[src/rtl/count_dir_decoder_if.sv]
// ============================================================================
// Module   : count_dir_decoder_if
// Brief    : Sample/result bundle between a count source and the decoder.
// Revision : 1.0 - initial release
// ============================================================================
`timescale 1ns/1ps
`default_nettype none

interface count_dir_decoder_if #(
  parameter int WIDTH = 8
);
  logic [WIDTH-1:0] count_in;
  logic             valid;
  logic             clr_turn;
  logic             dir_out;
  logic             locked;
  logic             turn;
  logic             wrap;
  logic             step_err;
  logic [7:0]       turn_cnt;

  modport master (
    output count_in, valid, clr_turn,
    input  dir_out, locked, turn, wrap, step_err, turn_cnt
  );

  modport slave (
    input  count_in, valid, clr_turn,
    output dir_out, locked, turn, wrap, step_err, turn_cnt
  );
endinterface

`default_nettype wire

[src/rtl/count_dir_decoder.sv]
// ============================================================================
// Module   : count_dir_decoder
// Brief    : Recovers count direction of an up/down counter from its samples.
// Revision : 1.0 - initial release
// ============================================================================
`timescale 1ns/1ps
`default_nettype none

module count_dir_decoder #(
  parameter int WIDTH  = 8,
  parameter int LOCK_N = 2
) (
  input  wire logic          clk,
  input  wire logic          reset,
  count_dir_decoder_if.slave bus
);

  localparam int               c_RUN_W = $clog2(LOCK_N + 1);
  localparam logic [c_RUN_W-1:0] c_LOCK  = c_RUN_W'(LOCK_N);
  localparam logic [c_RUN_W-1:0] c_RUN1  = c_RUN_W'(1);
  localparam logic [WIDTH-1:0] c_ONE   = WIDTH'(1);
  localparam logic [WIDTH-1:0] c_MAX   = '1;

  typedef enum logic [1:0] {
    S_UNLOCKED = 2'd0,
    S_UP       = 2'd1,
    S_DOWN     = 2'd2
  } state_t;

  state_t             r_state;
  logic [WIDTH-1:0]   r_prev;
  logic               r_have_prev;
  logic [c_RUN_W-1:0] r_run;
  logic               r_last_up;
  logic               r_dir;
  logic               r_locked;
  logic               r_turn;
  logic               r_wrap;
  logic               r_err;
  logic [7:0]         r_turn_cnt;

  logic               w_sample;
  logic               w_up;
  logic               w_down;
  logic               w_hold;
  logic               w_illegal;
  logic               w_wrap_step;
  logic               w_turn;
  logic [c_RUN_W-1:0] w_run_next;

  // Only a sample with a predecessor can be classified as a step.
  assign w_sample    = bus.valid && r_have_prev;
  assign w_up        = (bus.count_in == (r_prev + c_ONE));
  assign w_down      = (bus.count_in == (r_prev - c_ONE));
  assign w_hold      = (bus.count_in == r_prev);
  assign w_illegal   = w_sample && !w_up && !w_down && !w_hold;
  assign w_wrap_step = (w_up && (r_prev == c_MAX)) || (w_down && (r_prev == '0));
  assign w_turn      = w_sample && (((r_state == S_UP) && w_down) ||
                                    ((r_state == S_DOWN) && w_up));
  assign w_run_next  = ((r_run != '0) && (w_up == r_last_up)) ? (r_run + c_RUN1) : c_RUN1;

  always_ff @(posedge clk or negedge reset) begin
    if (!reset) begin
      r_state     <= S_UNLOCKED;
      r_prev      <= '0;
      r_have_prev <= 1'b0;
      r_run       <= '0;
      r_last_up   <= 1'b0;
      r_dir       <= 1'b0;
      r_locked    <= 1'b0;
      r_turn      <= 1'b0;
      r_wrap      <= 1'b0;
      r_err       <= 1'b0;
      r_turn_cnt  <= 8'd0;
    end else begin
      r_turn <= 1'b0;
      r_wrap <= 1'b0;
      r_err  <= 1'b0;

      // A clear coinciding with a turn keeps that turn counted.
      if (bus.clr_turn) begin
        r_turn_cnt <= w_turn ? 8'd1 : 8'd0;
      end else if (w_turn && (r_turn_cnt != 8'hFF)) begin
        r_turn_cnt <= r_turn_cnt + 8'd1;
      end

      if (bus.valid) begin
        r_prev      <= bus.count_in;
        r_have_prev <= 1'b1;
        if (w_illegal) begin
          r_err    <= 1'b1;
          r_state  <= S_UNLOCKED;
          r_locked <= 1'b0;
          r_run    <= '0;
        end else if (w_sample && !w_hold) begin
          r_wrap <= w_wrap_step;
          case (r_state)
            S_UNLOCKED: begin
              r_run     <= w_run_next;
              r_last_up <= w_up;
              if (w_run_next >= c_LOCK) begin
                r_state  <= w_up ? S_UP : S_DOWN;
                r_locked <= 1'b1;
                r_dir    <= w_up;
              end
            end
            S_UP: begin
              if (w_down) begin
                r_state <= S_DOWN;
                r_dir   <= 1'b0;
                r_turn  <= 1'b1;
              end
            end
            S_DOWN: begin
              if (w_up) begin
                r_state <= S_UP;
                r_dir   <= 1'b1;
                r_turn  <= 1'b1;
              end
            end
            default: begin
              r_state  <= S_UNLOCKED;
              r_locked <= 1'b0;
              r_run    <= '0;
            end
          endcase
        end
      end
    end
  end

  assign bus.dir_out  = r_dir;
  assign bus.locked   = r_locked;
  assign bus.turn     = r_turn;
  assign bus.wrap     = r_wrap;
  assign bus.step_err = r_err;
  assign bus.turn_cnt = r_turn_cnt;

endmodule

`default_nettype wire
[src/flat_wrapper.sv]
// flat-port wrapper written by rule: the top's interface ports become plain ports
module count_dir_decoder_flat 
#(
  parameter int WIDTH  = 8,
  parameter int LOCK_N = 2
)
  (clk, reset, bus_count_in, bus_valid, bus_clr_turn, bus_dir_out, bus_locked, bus_turn, bus_wrap, bus_step_err, bus_turn_cnt);
  count_dir_decoder_if #(.WIDTH(WIDTH)) bus_i ();
  input  wire logic clk;
  input  wire logic reset;
  input wire logic [$bits(bus_i.count_in)-1:0] bus_count_in;
  input wire logic [$bits(bus_i.valid)-1:0] bus_valid;
  input wire logic [$bits(bus_i.clr_turn)-1:0] bus_clr_turn;
  output wire logic [$bits(bus_i.dir_out)-1:0] bus_dir_out;
  output wire logic [$bits(bus_i.locked)-1:0] bus_locked;
  output wire logic [$bits(bus_i.turn)-1:0] bus_turn;
  output wire logic [$bits(bus_i.wrap)-1:0] bus_wrap;
  output wire logic [$bits(bus_i.step_err)-1:0] bus_step_err;
  output wire logic [$bits(bus_i.turn_cnt)-1:0] bus_turn_cnt;
  assign bus_i.count_in = bus_count_in;
  assign bus_i.valid = bus_valid;
  assign bus_i.clr_turn = bus_clr_turn;
  assign bus_dir_out = bus_i.dir_out;
  assign bus_locked = bus_i.locked;
  assign bus_turn = bus_i.turn;
  assign bus_wrap = bus_i.wrap;
  assign bus_step_err = bus_i.step_err;
  assign bus_turn_cnt = bus_i.turn_cnt;
  count_dir_decoder #(.WIDTH(WIDTH), .LOCK_N(LOCK_N)) u_core (.clk(clk), .reset(reset), .bus(bus_i));
endmodule
[config.mk]
export PLATFORM = sky130hd
export DESIGN_NAME = count_dir_decoder_flat
export DESIGN_NICKNAME = d
export VERILOG_FILES = /design/src/rtl/count_dir_decoder_if.sv /design/src/rtl/count_dir_decoder.sv /design/src/flat_wrapper.sv
export SDC_FILE = /design/constraint.sdc
export NUM_CORES = 1
export LEC_CHECK = 0
export CAP_MARGIN = 15
export CORE_ASPECT_RATIO = 0.5
export CORE_MARGIN = 8
export CORE_UTILIZATION = 50
export CTS_CLUSTER_SIZE = 40
export DETAILED_ROUTE_END_ITERATION = 6
export GPL_TIMING_DRIVEN = 0
export PLACE_DENSITY = 0.79
export SETUP_SLACK_MARGIN = 0.15
export SLEW_MARGIN = 40
export SYNTH_ARGS = -nofsm -noshare
export SYNTH_HDL_FRONTEND = slang
export SYNTH_SLANG_ARGS = --single-unit
[constraint.sdc]
create_clock -name clk -period 3.2 [get_ports clk]
set_input_delay 0.32 -clock clk [delete_from_list [all_inputs] [get_ports clk]]
set_output_delay 0.32 -clock clk [all_outputs]
set_load 0.05 [all_outputs]
==> results of run 1 <==
==> flip-flops by register name, summed over array words and instances (netlist names), 2 cells and up <==
| register | count |
|---|---|
| u_core.r_state | 2 |
| u_core.r_run | 2 |
| u_core.bus.turn_cnt | 8 |
| u_core.r_prev | 8 |
==> final cells by class <==
| class | count | area [um^2] | area share [%] |
|---|---|---|---|
| timing repair buffer | 33 | 304 | 12.2 |
| multi-input combinational | 164 | 1230 | 49.6 |
| inverter | 15 | 61.3 | 2.47 |
| buffer | 14 | 95.1 | 3.83 |
| sequential | 27 | 676 | 27.2 |
| clock inverter | 1 | 7.51 | 0.302 |
| clock buffer | 3 | 41.3 | 1.66 |
| tap | 54 | 67.6 | 2.72 |
==> kinds of logic (layout without fill, tap and decap cells) <==
kind of cell	after synthesis	count (layout)	synth area share [%]
buffers and inverters	29	66	6.77
AO/OA/AOI/OAI	53	53	18.8
adder cells (fa/ha/maj)	9	9	5.73
AND/OR/NAND/NOR	79	79	22.3
XOR/XNOR	16	16	7.30
multiplexers	7	7	3.97
flip-flops	27	27	35.2
==> cells in the mapped netlist (3+ instances only) <==
cell type,instances,area (um^2)
a211o_1,3,26.3
a21oi_1,10,50.1
a31oi_1,4,25.0
and3_1,3,18.8
buf_2,4,20.0
clkbuf_1,7,26.3
dfrtp_1,27,676
ha_1,8,100
inv_1,15,56.3
mux2_2,5,56.3
nand2_1,19,71.3
nand3_1,9,45.0
nor2_1,14,52.6
nor2b_1,3,18.8
nor3_1,5,25.0
nor3b_1,3,22.5
o21ai_0,15,75.1
or3_1,5,31.3
or4_1,3,22.5
xnor2_1,10,87.6
xor2_1,6,52.6
==> path summary, 6_finish.rpt <==
path | slack, ps | end | from
worst max-delay path | -2 | u_core.bus.turn_cnt[7] | u_core.r_prev[0]
worst min-delay path | 30 | u_core.r_prev[3] | reset
worst max register to register | -2 | u_core.bus.turn_cnt[7] | u_core.r_prev[0]
worst min register to register | 520 | u_core.r_have_prev | u_core.r_have_prev
max in group asynchronous | 2740 | u_core.bus.turn | reset
min in group clk | 440 | u_core.r_prev[2] | bus_count_in[2]
==> power by group through the flow <==
stage          clock network [mW]  logic [mW]  registers [mW]
5_1_grt                     0.221       0.225           0.373
2_1_floorplan                   0       0.123           0.377
3_5_place_dp                    0       0.174           0.377
4_1_cts                     0.209       0.190           0.369
6_report                    0.202       0.207           0.371
3_3_place_gp                    0       0.171           0.377
==> stage by stage <==
stage | util, % | hold slack [ps] | worst slack [ps] | std cells | TNS [ps]
3_3_place_gp | 58.4 | 480 | -233 | 294 | -643
5_1_grt | 65.6 | 79.8 | -60.3 | 311 | -158
6_report | 65.6 | 34.2 | -2.07 | 311 | -2.07
4_1_cts | 63.0 | 61.0 | -12.4 | 309 | -18.4
3_5_place_dp | 58.3 | 375 | -279 | 294 | -739
2_1_floorplan | - | 24.4 | 185 | 220 | 0
==> repair_timing <==
action,CTS,global route
cloned,0,0
pin swaps,4,9
endpoints found under the setup margin,7,14
endpoints found under the hold margin,0,0
buffers inserted,11,2
resized for setup,14,18
==> metal layers <==
| layer | vias up | wire length [um] |
|---|---|---|
| li1 | 862 | - |
| met1 | 888 | 2570 |
| met4 | 0 | 11 |
| met2 | 81 | 2060 |
| met5 | - | 0 |
| met3 | 2 | 389 |
==> metrics.md, run 1 <==
| Metric | Value |
|---|---|
| Grt peak-use layer | `met1` |
| Port Buffers | `20` |
| Status | `finished with violations` |
| Switching Share | `about a third` |
| Tot GR Track Use | `approximately 16%` |
| Critical path's largest stage delay | `approximately 480 ps` |
| Crit. End Element | `flip-flop` |
| Hold Buf Count CTS | `0` |
| Grt total ovfl | `0` |
| Worst VDD drop | `approximately 0.19 mV` |
| Cts bufs inserted | `3` |
| Synth Register Bits | `27` |
| Fin. Hold Viols | `0` |
| Commonest non-fill, non-tap cell in the layout | `dfrtp_1` |
| Period utilisation layout | `100%` |
| Vias | `~1800` |
| Crit path cell chain | `buf_6, inv_4, ha_4, xor2_2, o211ai_1, or4b_1, or4_4, buf_6, o22a_4, or2_1, clkbuf_8, or3_4, a21oi_2` |
| Logic gate share of total power | `a little over a quarter` |
| Clk pwr share | `between 20% and 30%` |
| Failing checks | `negative setup slack` |
| Routed WL | `between 5000 and 6000 um` |
| Vias in the first global route | `around 1700` |
| Clock root buffer master | `clkbuf_8` |
| Area after DPL | `2200 um^2` |
| Seq pwr share | `between 40% and 50%` |
| First-pass GRT wire length | `~8400 um` |
| Core region area | `3780 um^2` |
| DP Wirelength | `3580 um` |
| I/O pin cnt | `25` |
| CTS Sinks | `27` |
| Initial drt markers | `140` |
| Area Overhead vs Synth | `29.3%` |
| DR WL/cell | `16.2 um` |
| Post-Syn Area | `1920 um^2` |
| Overall Power | `a little under 0.8 mW` |
| Starting Density | `about half` |
| Fillers | `slightly below 300` |
| Leak | `approximately 1 nW` |
| Die ar. | `slightly above 6000 um^2` |
| Largest net degree at the start of global routing | `28` |
| CP Launch Type | `flip-flop` |
| Fin area | `about 2500 um^2` |
| Cell with the most instances on the worst path | `buf_6` |
| Endpoints failing setup | `1` |
| Clk_lat worst skew | `around 280 ps` |
| Routed Antenna Nets | `0` |
| Clk buf depth | `2` |
| Asr flop ratio synth | `100%` |
| RSZ-0062 raised after global routing | `yes` |
| Reg clk slew, reported paths | `100 ps` |
| Max Slew Vio Count | `0` |
| Drt first pass iters | `5` |
| Crit path DAT | `approximately 3400 ps` |
| Max-Cap Viols | `0` |
| DRC viols | `0` |
| Horiz. Die Dim | `slightly above 100 um` |
| Syn Area/Cell | `8.73 um^2` |
| Internal power | `between 0.5 and 0.6 mW` |
| Top_reg_cell synth | `dfrtp_1` |
| Worst setup margin | `-2.07 ps` |
| Crit path max-delay family | `simple AND/OR/NAND/NOR gates` |
| Initial antenna violation count | `0` |
| Worst Hold Class | `in -> async` |
| Pwr dens | `roughly 310 nW/um^2` |
| Critical path class | `reg -> reg` |
| RePlAce Congestion | `around 0.91` |
| Min Tclk post-route | `between 3000 and 4000 ps` |
| Syn Inst Count | `220` |
| Syn. warnings | `0` |
| Rows | `16` |
| Slew HR | `roughly 58%` |
| Max Fclk | `0.312 GHz` |
| GRT met3 Usage | `under 10%` |
| CP required | `3410 ps` |
| Diode count | `0` |
| Post-Syn Nets | `240` |
| CTS H-tree lvls | `1` |
| Final net count | `about 280` |
| Sw Pwr | `about 0.25 mW` |
| Met2 Track Usage GR | `a little under a quarter` |
| Crit path buf inv count | `4` |
| Clock skew | `~8.9 ps` |
| Die span in y | `around 60 um` |
| Most frequent cells in the layout | `dfrtp_1, clkdlybuf4s50_1, nand2_1` |
| Worst Tran Pin Value | `approximately 620 ps` |
| Yosys cell types | `54` |
| Vias per std cell | `slightly below 6` |
| CP max-delay cell | `or4b_1` |
| CTS tree | `yes` |
| Met1 Resource Use GR | `a little under a quarter` |
| Critical Path Fanout Max | `4` |
| Number of flops mapped to enable cells by yosys | `0` |
| Worst path depth | `13` |
| Post-synthesis sequential area ratio | `about a third` |
| FF-to-FF path depth | `13` |
| Layout cells sized above 1 | `between 20% and 30%` |
(Power assumes the default switching activity.)
==> inputs of run 2 (changes only) <==
Settings changed: CAP_MARGIN 15 to 20.
==> results of run 2 <==
Final layout, timing and power as in run 1 (identical DEF).
==> inputs of run 3 (changes only) <==
Settings changed: ABC_AREA from default to 1, PLACE_DENSITY 0.79 to 0.78.
==> run 3 against run 2 <==
Compared with the run above: the flow now finishes without violations; area after synthesis increased by 10%; clock skew fell by 2.6 ps; flip-flop and latch count did not move; worst hold slack better by 6.9 ps; non-clock buffer count is 21 lower; synthesized cell count up 44%.
==> metrics.md, run 3 <==
| Metric | Value |
|---|---|
| Final std cells w/o fill | `397 (+28%)` |
| Syn Area/Cell | `6.67 um^2 (-24%)` |
| Final net count | `364 (+31%)` |
| Starting Density | `53.1% (+2.3 points)` |
| I/O pin cnt | `25 (unchanged)` |
| Synth top area cells | `dfrtp_1, nand2_1, inv_1, nand3_1, ha_1` |
| DR WL/cell | `12.1 um (-25%)` |
| CP Launch Type | `flip-flop` |
| Critical path's largest stage delay | `470 ps (about the same)` |
| Hold slack | `41.1 ps (+6.90 ps)` |
| FF-to-FF path depth | `14 (+1)` |
| Crit path max-delay family | `simple AND/OR/NAND/NOR gates` |
| First-pass GRT wire length | `8060 um (-3.9%)` |
| DP Wirelength | `3750 um (+4.7%)` |
| CTS Sinks | `27 (unchanged)` |
| Largest net degree at the start of global routing | `28 (unchanged)` |
| Synth top area share | `31.9% (-3.2 points)` |
| Vias per std cell | `5.10 (-13%)` |
| Overall Power | `1.02 mW (+31%)` |
| Crit path buf inv count | `2 (-2)` |
| Layout cells sized above 1 | `10.5% (-11 points)` |
| RePlAce Congestion | `0.893 (-2.2%)` |
| Number of flops mapped to enable cells by yosys | `0 (unchanged)` |
| Setup Buffers After CTS | `0 (-11)` |
| Worst Hold Class | `in -> async` |
| Worst Tran Pin Value | `638 ps (+15.5 ps)` |
| Min Tclk post-route | `2260 ps (-943 ps)` |
| Syn. warnings | `0 (unchanged)` |
| Area Overhead vs Synth | `15.6%` |
| Clock root buffer master | `clkbuf_8` |
| Vias | `2026 (+11%)` |
| Initial antenna violation count | `0 (unchanged)` |
| Worst setup margin | `940 ps (+943 ps)` |
| Initial drt markers | `96 (-31%)` |
| Fin. Hold Viols | `0 (unchanged)` |
| Crit. End Element | `flip-flop` |
| Clock skew | `6.28 ps (-2.57 ps)` |
| Pwr dens | `417 nW/um^2 (+33%)` |
| Worst VDD drop | `0.217 mV (+16%)` |
| CTS tree | `yes` |
| Post-CTS Resized | `0 (-14)` |
| Synth Register Bits | `27 (unchanged)` |
| R2R Setup Slk | `940 ps (+940 ps)` |
| Setup TNS Final | `0 ps (+2.07 ps)` |
| Core Util, Final | `61.4% (-4.3 points)` |
| Hold Buf Count CTS | `0 (unchanged)` |
| Cell with the most instances on the worst path | `nand2_1` |
| Reg-to-Reg Start | `u_core.r_prev[1]` |
| Die span in y | `62 um (+3.6%)` |
| Yosys top cell by area | `dfrtp_1` |
| Max Slew Vio Count | `0 (unchanged)` |
| DP Cell Count | `393 (+34%)` |
| Routed WL | `4820 um (-4.2%)` |
| Commonest non-fill, non-tap cell in the layout | `nand2_1` |
| Top_reg_cell synth | `dfrtp_1` |
| Routed Antenna Nets | `0 (unchanged)` |
| Max Fclk | `0.443 GHz (+42%)` |
| Critical path class | `reg -> reg` |
| Slew HR | `57.5% (-0.95 points)` |
| Most frequent cells in the layout | `nand2_1, inv_1, nand3_1` |
| Core region area | `3980 um^2 (+5.3%)` |
| Endpoints failing setup | `0 (-1)` |
| Fin area | `2440 um^2 (-1.6%)` |
| Grt total ovfl | `0 (unchanged)` |
| Worst reg2reg endpoint | `u_core.bus.turn_cnt[4]` |
| Port Buffers | `22 (+10%)` |
| Post-Syn Nets | `337 (+40%)` |
| Die ar. | `6700 um^2 (+8.0%)` |
| DRC viols | `0 (unchanged)` |
| Vias in the first global route | `1830 (+7.2%)` |
| Drt first pass iters | `6 (+1)` |
| Reg clk slew, reported paths | `110 ps (about the same)` |
| Post-Syn Area | `2120 um^2 (+10%)` |
| Horiz. Die Dim | `108 um (+4.2%)` |
| Status | `finished clean` |
| Yosys cell types | `32 (-41%)` |
| Syn Inst Count | `317 (+44%)` |
| CP required | `3430 ps (+20 ps)` |
| Crit path DAT | `2490 ps (-920 ps)` |
| Critical Path Fanout Max | `9 (+5)` |
| Post-synthesis sequential area ratio | `31.9% (-3.2 points)` |
| Rows | `16 (unchanged)` |
| Clk buf depth | `2 (unchanged)` |
| Dpl ws | `891 ps (+1170 ps)` |
| CP max-delay cell | `dfrtp_1` |
| RSZ-0062 raised after global routing | `no` |
| Diode count | `0 (unchanged)` |
| Post-synth top cells | `nand2_1, inv_1, nand3_1, dfrtp_1, nor2_1` |
| Area after DPL | `2400 um^2 (+8.8%)` |
| CTS H-tree lvls | `1 (unchanged)` |
| Period utilisation layout | `70.6% (-29 points)` |
| Clk_lat worst skew | `290 ps (about the same)` |
| Max-Cap Viols | `0 (unchanged)` |
| Tot GR Track Use | `15.0% (-1.4 points)` |
| Count leader, synth | `nand2_1` |
| Asr flop ratio synth | `100% (unchanged)` |
| Crit path cell chain | `inv_1, ha_1, inv_1, nand2_1, nand2_1, nor2_1, nand3_1, nor2_1, nand3_2, o22ai_4, nand3_4, nand2_4, nand2_1, nand2_1` |
| Cts bufs inserted | `3 (unchanged)` |
| Leak | `1.23 nW (+25%)` |
run 3: cell count changes in the layout (fill, tap and decap cells not counted), moves of 5 or more:
cell / change
inv_2: +5
nand2_1: +99
buf_4: -12
nand3_1: +21
a21oi_1: -7
inv_1: +28
xnor2_1: -7
nand2_2: +5
buf_6: -5
nor2_1: +10
run 3: worst reg2reg max path: stages, from the launching register on:
cell and delay [ps]:
dfrtp_1 470, inv_1 80, ha_1 300, inv_1 40, nand2_1 80, nand2_1 60, nor2_1 130, nand3_1 100
nor2_1 120, nand3_2 180, o22ai_4 200, nand3_4 180, nand2_4 140, nand2_1 60, nand2_1 70
run 3: metal layers:
layer / up-vias / GRT usage, % / share of wire (%) / wire (um)
li1: 1040 / - / - / -
met1: 932 / 18.8 / 49 / 2340
met2: 50 / 26.0 / 46 / 2200
met3: 4 / 3.29 / 4.9 / 237
met4: 0 / 3.52 / 0.75 / 36
met5: - / 0 / 0 / 0
run 3: worst max-delay path by stage:
stage	depth (start not counted)	from	end	slack [ps]
finish	14	u_core.r_prev[1]	u_core.bus.turn_cnt[4]	940
global route	14	u_core.r_prev[1]	u_core.r_state[1]	710
CTS	14	u_core.r_prev[1]	u_core.bus.turn_cnt[4]	960
detailed placement	14	bus_count_in[1]	u_core.bus.dir_out	890
global placement	12	bus_count_in[7]	u_core.bus.dir_out	950
floorplan	14	u_core.r_prev[1]	u_core.r_state[0]	1250
run 3: cell families after synthesis:
kind of cell | synth area share, %
XOR/XNOR | 2.48
adder cells (fa/ha/maj) | 4.73
AO/OA/AOI/OAI | 7.87
AND/OR/NAND/NOR | 43.5
flip-flops | 31.9
buffers and inverters | 9.46
run 3: report_power, final:
| group | total (mW) | internal (mW) | switching (mW) | leakage (nW) |
|---|---|---|---|---|
| clock network | 0.211 | 0.0879 | 0.123 | 0.0255 |
| logic | 0.402 | 0.134 | 0.268 | 0.855 |
| registers | 0.406 | 0.378 | 0.0278 | 0.349 |
| total | 1.02 | 0.599 | 0.419 | 1.23 |
run 3: cell type report:
type	instances	area (um^2)
clock buffer	3	41.3
multi-input combinational	239	1240
tap	54	67.6
fill	367	1540
sequential	27	676
clock inverter	1	5.00
inverter	47	176
buffer	4	23.8
timing repair buffer	22	215
